### src/rtl/fft_output_unloader_pkg.sv
// Shared FFT definitions: size constants, unload control states and the
// point-index to memory-bank mapping used by the result banks.
package fft_output_unloader_pkg;

  localparam int unsigned FFT_N      = 64;
  localparam int unsigned FFT_LOG2N  = 6;
  localparam int unsigned BANK_DEPTH = 32;
  localparam int unsigned BANK_AW    = 5;

  typedef logic [FFT_LOG2N-1:0] point_t;
  typedef logic [BANK_AW-1:0]   bank_addr_t;

  typedef enum logic [1:0] {
    ST_IDLE,
    ST_RUN,
    ST_DRAIN
  } unload_state_t;

  // Parity of the point index picks the bank, so butterfly partners never collide.
  function automatic logic point_bank(input point_t p);
    return ^p;
  endfunction

  function automatic bank_addr_t point_addr(input point_t p);
    return p[FFT_LOG2N-1:1];
  endfunction

  function automatic point_t bit_reverse(input point_t k);
    point_t r;
    r = '0;
    for (int unsigned i = 0; i < FFT_LOG2N; i++) begin
      r[i] = k[FFT_LOG2N-1-i];
    end
    return r;
  endfunction

endpackage

### src/rtl/fft_out_skid.sv
// Two-entry output FIFO holding {last, index, sample} between the bank reads
// and the downstream valid/ready port.
module fft_out_skid #(
  parameter int unsigned W = 8
) (
  input  logic         clk,
  input  logic         rst,
  input  logic         push,
  input  logic [W-1:0] push_data,
  input  logic         pop,
  output logic         valid,
  output logic [W-1:0] data,
  output logic [1:0]   count
);

  logic [W-1:0] mem [2];
  logic         wr_ptr;
  logic         rd_ptr;
  logic [1:0]   cnt;

  always_ff @(posedge clk) begin
    if (rst) begin
      wr_ptr <= 1'b0;
      rd_ptr <= 1'b0;
      cnt    <= '0;
    end else begin
      if (push) wr_ptr <= ~wr_ptr;
      if (pop)  rd_ptr <= ~rd_ptr;
      cnt <= cnt + 2'(push) - 2'(pop);
    end
  end

  always_ff @(posedge clk) begin
    if (push) mem[wr_ptr] <= push_data;
  end

  assign valid = (cnt != '0);
  assign data  = mem[rd_ptr];
  assign count = cnt;

endmodule

### src/rtl/fft_output_unloader.sv
// Streams a completed 64-point FFT result out of two parity-interleaved banks
// in natural or bit-reversed order through a valid/ready port.
module fft_output_unloader
  import fft_output_unloader_pkg::*;
#(
  parameter int unsigned DATA_W     = 16,
  parameter bit          BITREV_OUT = 1'b0
) (
  input  logic                  clk,
  input  logic                  rst,
  input  logic                  start,
  output logic                  re_b0,
  output logic                  re_b1,
  output logic [BANK_AW-1:0]    raddr_b0,
  output logic [BANK_AW-1:0]    raddr_b1,
  input  logic [2*DATA_W-1:0]   rdata_b0,
  input  logic [2*DATA_W-1:0]   rdata_b1,
  output logic                  out_valid,
  input  logic                  out_ready,
  output logic [2*DATA_W-1:0]   out_data,
  output logic [FFT_LOG2N-1:0]  out_index,
  output logic                  out_last,
  output logic                  busy,
  output logic                  done
);

  localparam int unsigned SAMPLE_W = 2 * DATA_W;
  localparam int unsigned ENTRY_W  = SAMPLE_W + FFT_LOG2N + 1;

  unload_state_t state, state_next;
  point_t        k, k_issue, p;
  logic          accept, issue, last_issue;
  logic          handshake, last_handshake;
  logic          sel_bank;
  bank_addr_t    sel_addr;
  logic          pend, pend_bank, pend_last;
  point_t        pend_p;
  logic          done_q;
  logic [2:0]    occupancy;

  logic                fifo_valid;
  logic [1:0]          fifo_count;
  logic [ENTRY_W-1:0]  push_entry, head_entry;
  logic                head_last;
  point_t              head_index;
  logic [SAMPLE_W-1:0] head_data;

  // Read 0 is issued in the start cycle itself; that is what gives the
  // two-cycle start-to-valid latency.
  assign accept     = (state == ST_IDLE) && start && !rst;
  assign k_issue    = (state == ST_IDLE) ? '0 : k;
  assign p          = BITREV_OUT ? bit_reverse(k_issue) : k_issue;
  assign occupancy  = 3'(fifo_count) + 3'(pend) - 3'(handshake);
  assign issue      = (accept || (state == ST_RUN && !rst)) && (occupancy < 3'd2);
  assign last_issue = issue && (k_issue == point_t'(FFT_N - 1));
  assign sel_bank   = point_bank(p);
  assign sel_addr   = point_addr(p);

  assign {head_last, head_index, head_data} = head_entry;
  assign handshake      = out_valid && out_ready;
  assign last_handshake = handshake && head_last;

  always_comb begin
    state_next = state;
    unique case (state)
      ST_IDLE:  if (start)          state_next = ST_RUN;
      ST_RUN:   if (last_issue)     state_next = ST_DRAIN;
      ST_DRAIN: if (last_handshake) state_next = ST_IDLE;
      default:                      state_next = ST_IDLE;
    endcase
  end

  always_ff @(posedge clk) begin
    if (rst) begin
      state     <= ST_IDLE;
      k         <= '0;
      pend      <= 1'b0;
      pend_bank <= 1'b0;
      pend_p    <= '0;
      pend_last <= 1'b0;
      done_q    <= 1'b0;
    end else begin
      state <= state_next;
      if (issue) k <= last_issue ? k_issue : k_issue + point_t'(1);
      pend      <= issue;
      pend_bank <= sel_bank;
      pend_p    <= p;
      pend_last <= last_issue;
      done_q    <= last_handshake;
    end
  end

  assign push_entry = {pend_last, pend_p, pend_bank ? rdata_b1 : rdata_b0};

  fft_out_skid #(.W(ENTRY_W)) u_skid (
    .clk       (clk),
    .rst       (rst),
    .push      (pend),
    .push_data (push_entry),
    .pop       (handshake),
    .valid     (fifo_valid),
    .data      (head_entry),
    .count     (fifo_count)
  );

  assign re_b0     = issue && !sel_bank;
  assign re_b1     = issue && sel_bank;
  assign raddr_b0  = re_b0 ? sel_addr : '0;
  assign raddr_b1  = re_b1 ? sel_addr : '0;
  assign out_valid = fifo_valid && !rst;
  assign out_data  = out_valid ? head_data  : '0;
  assign out_index = out_valid ? head_index : '0;
  assign out_last  = out_valid && head_last;
  assign busy      = (state != ST_IDLE) && !rst;
  assign done      = done_q && !rst;

endmodule

### config.mk
export PLATFORM = sky130hd
export DESIGN_NAME = fft_output_unloader
export DESIGN_NICKNAME = d
export VERILOG_FILES = /design/src/rtl/fft_output_unloader_pkg.sv /design/src/rtl/fft_out_skid.sv /design/src/rtl/fft_output_unloader.sv
export SDC_FILE = /design/constraint.sdc
export NUM_CORES = 1
export LEC_CHECK = 0
export ABC_AREA = 1
export CAP_MARGIN = 20
export CORE_ASPECT_RATIO = 0.7
export CORE_MARGIN = 10
export CORE_UTILIZATION = 46
export CTS_BUF_LIST = sky130_fd_sc_hd__clkbuf_8
export DETAILED_ROUTE_END_ITERATION = 10
export PLACE_DENSITY = 0.79
export SYNTH_ARGS = -nofsm -noshare
export SYNTH_HDL_FRONTEND = slang
export SYNTH_SLANG_ARGS = --single-unit
### constraint.sdc
create_clock -name clk -period 3 [get_ports clk]
set_input_delay 0.6 -clock clk [delete_from_list [all_inputs] [get_ports clk]]
set_output_delay 0.6 -clock clk [all_outputs]
set_load 0.02 [all_outputs]
---- After elaboration in Yosys (flattened, before gate mapping) ----
Memory sizes are Yosys's and may differ from the RTL's. A register that Yosys moved wholly into a read port is not among the register bits.
Index checks and enable logic that the tools add are counted.
cells by class
  add/subtract/negate cells ............... 5
  $lt $le $gt $ge ......................... 1
  mux-type cells .......................... 15
  bitwise gates (word level) .............. 2
  equality and inequality tests ........... 6
  reductions and logical operators ........ 21
operators by type and width
  cell                                                                  number
  32-bit two-way mux                                                    2
  6-bit two-way mux                                                     3
  1-bit logical AND                                                     13
  5-bit two-way mux                                                     2
  6-bit by 1-bit adder with 6-bit output, second input constant         1
  6-bit == test, second input constant                                  1
  2-bit two-way mux                                                     3
  2-bit inequality test, second input constant                          3
  2-bit one-hot mux with 3 select lines                                 1
  6-bit parity                                                          1
  1-bit two-way mux                                                     4
  2-bit nonzero test                                                    2
  2-bit by 1-bit adder with 3-bit output                                1
  3-bit by 2-bit < comparator with 1-bit output, second input constant  1
  3-bit AND reduction                                                   1
  3-bit by 1-bit subtractor with 3-bit output                           1
  2-bit by 1-bit adder with 2-bit output                                1
  2-bit by 1-bit == test with 1-bit output, second input constant       1
  2-bit == test, second input constant                                  1
  1-bit logical NOT                                                     2
  2-bit logical NOT                                                     1
  1-bit inverter                                                        2
  2-bit by 1-bit subtractor with 2-bit output                           1
  1-bit logical OR                                                      1
word-level totals
  memories kept ........................... 1
  bits in writable memories ............... 78
  logic and storage cells ................. 61
  register bits after elaboration ......... 22
  bits of input ports ..................... 68
  output and inout bits ................... 54
memory list
  memory      words  bits a word  read ports  clocked after Yosys merged registers in  wr ports  RTL line            text
  u_skid.mem  2      39           1           1                                        1         fft_out_skid.sv:16  logic [W-1:0] mem [2];

---- Logic depth before layout (Yosys ltp) ----
  word-level depth ........................ 9
  gate-level depth with buffers ........... 19
  mapped depth without buffers ............ 18

---- Cells and area by module ----
From an unflattened synthesis, not the netlist that was laid out.
second synthesis, totals
  cell total of the unflattened synthesis .. 415
  area, all modules ....................... 4768.3 um2
modules (own cells, without submodules)
  module               seq. area each (um2)  area each (um2)  cells an instance  times used
  fft_out_skid         2442.3                3080.5           151                1
  fft_output_unloader  360.3                 1687.9           264                1

---- Worst setup path after synthesis ----
Ideal clock, no wire load.
  kind .................................... in2out
  from .................................... input rst
  to ...................................... output raddr_b1[0]
  path slack .............................. -422 ps
  buffers on the path ..................... 2
  arrival time ............................ 2822 ps
  stages on the path ...................... 14
  cells stage by stage .................... buf_6 -> inv_4 -> o21ai_2 -> nor2_1 -> ha_1 -> inv_1 -> ha_1 -> inv_1 -> fa_1 -> nand3_4 -> nor2_4 -> buf_6 -> nand2_2 -> nor2_1
on the way
  cells in the longest elaborated chain, start to end .. 8
  elaborated cells between the ends (all ways) .. 11
ends and longest elaborated chain
  item                                           RTL line                    text
  start, declared                                fft_output_unloader.sv:10   input logic rst,
  1-bit logical NOT                              fft_output_unloader.sv:110  assign out_valid = fifo_valid && !rst;
  1-bit logical AND                              fft_output_unloader.sv:110
  1-bit logical AND                              fft_output_unloader.sv:60   assign handshake = out_valid && out_ready;
  net handshake                                  fft_output_unloader.sv:33   logic handshake, last_handshake;
  3-bit by 1-bit subtractor with 3-bit output    fft_output_unloader.sv:53   assign occupancy = 3'(fifo_count) + 3'(pend) - 3'(handshake);
  3-bit by 2-bit < comparator with 1-bit output  fft_output_unloader.sv:54   assign issue = (accept || (state == ST_RUN && !rst)) && (occupancy < 3'd2);
  1-bit logical AND                              fft_output_unloader.sv:54
  1-bit logical AND                              fft_output_unloader.sv:107  assign re_b1 = issue && sel_bank;
  5-bit two-way mux                              fft_output_unloader.sv:109  assign raddr_b1 = re_b1 ? sel_addr : '0;
  end, declared                                  fft_output_unloader.sv:15   output logic [BANK_AW-1:0] raddr_b1,
The timed path passes the listed nets, and every way through them passes these cells.

---- Final worst setup path ----
  from .................................... input out_ready
  to ...................................... output raddr_b0[2]
on the way
  cells in the longest elaborated chain, start to end .. 6
ends and longest elaborated chain
  item                                           RTL line                    text
  start, declared                                fft_output_unloader.sv:19   input logic out_ready,
  1-bit logical AND                              fft_output_unloader.sv:60
  net handshake                                  fft_output_unloader.sv:33
  3-bit by 1-bit subtractor with 3-bit output    fft_output_unloader.sv:53
  3-bit by 2-bit < comparator with 1-bit output  fft_output_unloader.sv:54
  1-bit logical AND                              fft_output_unloader.sv:54
  1-bit logical AND                              fft_output_unloader.sv:106  assign re_b0 = issue && !sel_bank;
  5-bit two-way mux                              fft_output_unloader.sv:108  assign raddr_b0 = re_b0 ? sel_addr : '0;
  end, declared                                  fft_output_unloader.sv:14   output logic [BANK_AW-1:0] raddr_b0,
The timed path passes the listed nets, and every way through them passes these cells.

==> results.json <==
{
  "status": "complete, but fails checks",
  "violations": "setup timing",
  "synth_top_area_share_pct": 50.5,
  "crit_chain": "clkdlybuf4s15_1, inv_2, nor2_4, ha_4, inv_2, ha_4, inv_2, fa_2, nand3_4, nor2_4, buf_6, nand2_8, nor2_4, buf_6",
  "yosys.area.top_type": "edfxtp_1",
  "cap_viol_max_count": 0,
  "cts_htree_levels": 3,
  "startpoint_type": "primary input",
  "die_area_um2": 14600,
  "endpoint_kind": "output port",
  "busiest_layer": "met2",
  "final_cells": 672,
  "postRouteAntennaNets": 0,
  "p_per_area_nw_per_um2": 731,
  "path_buf_inv": 6,
  "synth_fp_nets": 469,
  "slowest_delay_ps": 560,
  "multiInputGateArea_um2": 1620,
  "path_clk_slew_ps": 100,
  "slew_violations": 0,
  "crit_fanout": 6,
  "synth-seq-cells": 101,
  "dp_cells": 650,
  "fin_hold_ws_ps": 437,
  "initial_core_util_pct": 47.6,
  "clk_latency_ps": 360,
  "cp.required_ps": 2400,
  "clock-sinks": 101,
  "clockBufferDepth": 2,
  "ff_latch_area_um2": 2810,
  "use_met2_pct": 26.0,
  "synth_flop_cell": "edfxtp_1",
  "io_buffer_count": 121,
  "post-route-period-util_pct": 108,
  "synth_area_um2": 4640,
  "cts_buffers": 9,
  "synth_cell_types": 31,
  "synthArstFlopShare_pct": 0,
  "dr.pass1.iters": 6,
  "p_leak_uw": 0.00265,
  "clock.fmax_mhz": 308,
  "route.detailed.drc": 0,
  "grt_max_degree": 41,
  "final-setup-viol-count": 12,
  "seq_area_frac_synth_pct": 60.4,
  "hold_violations": 0,
  "critPathArrivalTime_ps": 2650,
  "grt_pass1_vias": 3437,
  "grt_use_met3_pct": 4.84,
  "rsz0062_at_grt": "true",
  "hold_class": "flip-flop to flip-flop",
  "dp_worst_setup_slack_ps": -1240,
  "rows": 30,
  "synth_commonest_cells": "78 x edfxtp_1, 71 x inv_1, 69 x mux2_2",
  "yosysWarningCount": 0,
  "vias_per_cell": 4.76,
  "coreArea_um2": 9760,
  "io_pins": 122,
  "vdd_drop_max_mv": 0.443,
  "fillCellCount": 732,
  "grt_use_met1_pct": 16.3,
  "syn-instance-count": 395,
  "totalWireLength_mm": 10.7,
  "antenna_found_initial": 0,
  "yosys.cell_count.top_type": "edfxtp_1",
  "grt.total_usage_pct": 14.8,
  "power_uw": 4790,
  "grt_first_pass_wirelength_mm": 17.4,
  "first_iter_violations": 221,
  "globalplace.congestion": 0.784,
  "num_vias": 3196,
  "diodes": 0,
  "wl_per_cell_um": 16.0,
  "crit_family": "adder cells",
  "die_w_um": 140,
  "fin_util_pct": 67.1,
  "cts_tree": "yes",
  "die_height_um": 104,
  "finalCriticalPeriod_ps": 3250,
  "clockRootBuffer": "clkbuf_8",
  "syn_area_per_cell_um2": 11.7,
  "grt-ovfl-total": 0,
  "synth-edff-count": 78,
  "dpl.hpwl_mm": 7.87,
  "syn2layout_area_growth_pct": 41.2,
  "cp_slowest_cell": "fa_2",
  "yosys-top-cells-area": "edfxtp_1 50%, mux2_2 17%, dfxtp_1 9.9%, inv_1 5.7%, nand2_1 4.7%",
  "worst_pin_slew_ps": 832,
  "finalClockSkew_ps": 7.07,
  "layout-drive-gt1-share_pct": 30.0,
  "worst-setup-path-type": "primary input to output port",
  "relSlewSlack_pct": 44.5,
  "setup_ws_ps": -251,
  "final_nets": 613
}
[timing repair]
action / 4_1_cts / 5_1_grt
resized for setup: 87 / 2
hold endpoints to repair: 0 / 0
hold buffers: 0 / 0
pin swaps: 12 / 6
setup buffers: 5 / 1
setup endpoints to repair: 53 / 12
[cell type report]
| cell class | instances | share of cell area [%] |
|---|---|---|
| repair buffers | 148 | 22.4 |
| inverters | 74 | 4.43 |
| clock inverters | 7 | 1.24 |
| clock buffers | 9 | 1.89 |
| multi-input cells | 205 | 24.8 |
| well taps | 128 | 2.44 |
| flip-flops and latches | 101 | 42.9 |
[power by group]
| group | internal [uW] | total [uW] | switching, uW |
|---|---|---|---|
| logic | 908 | 1900 | 988 |
| registers | 1880 | 2020 | 135 |
| clock network | 397 | 872 | 475 |
[worst register-to-register path, cell delays in order, from the launching register on]
cell,delay [ps]
dfxtp_2,350
o21ai_4,190
nor2_4,60
ha_4,210
inv_2,60
ha_4,110
inv_2,30
fa_2,560
nand3_4,80
nor2_4,130
buf_6,140
buf_4,100
buf_4,170
nand3_2,120
nor2_1,100
nand2_1,50
nand2_1,50
nor2_1,40
[metrics by stage]
step / TNS, ps / area, um^2
global placement: -17680 / 6240
detailed placement: -20240 / 6240
CTS: -3360 / 6540
global route: -3410 / 6550
floorplan: -2240 / 4770
finish: -2490 / 6550
[layout by cell type, fill, tap and decap left out, drive strengths merged, types with 2 or more instances in the layout]
| cell type | count |
|---|---|
| o21a | 2 |
| edfxtp | 78 |
| xnor2 | 3 |
| nand2 | 61 |
| inv | 75 |
| clkdlybuf4s50 | 107 |
| ha | 5 |
| clkinv | 4 |
| mux2 | 70 |
| nor2 | 38 |
| a21oi | 6 |
| o21ai | 8 |
| nand3 | 7 |
| dfxtp | 23 |
| clkbuf | 9 |
| buf | 40 |
[layer usage]
layer	vias up	routed length (um)
met2	84	5470
met4	0	175
met3	12	610
li1	1583	-
met5	-	0
met1	1517	4470
[cells by family after synthesis]
logic type | share of synthesized area (%)
DFF | 60.4
AOI/OAI and AO/OA | 2.21
xor gates and xnor gates | 0.755
and+or+nand+nor | 9.95
adders and majority gates | 1.78
muxes | 17.0
buffers and inverters | 7.93
[final timing paths]
kind	from	end	slack [ps]	cells after the start
worst min-delay path	pend_p[5]	u_skid.mem[1][37]	440	0
worst max register to register	u_skid.count[0]	k[5]	370	17
worst max-delay path	out_ready	raddr_b0[2]	-250	14
worst min register to register	pend_p[5]	u_skid.mem[1][37]	440	0
[sequential cells by signal, summed over array words and instances (netlist names), named ones only]
register       cells
state              2
u_skid.rd_ptr      1
done_q             1
u_skid.mem        78
pend_bank          1
pend_p             6
k                  6
u_skid.wr_ptr      1
pend_last          1
pend               1
u_skid.count       2
Note: power is estimated with default switching activity, not from simulation.
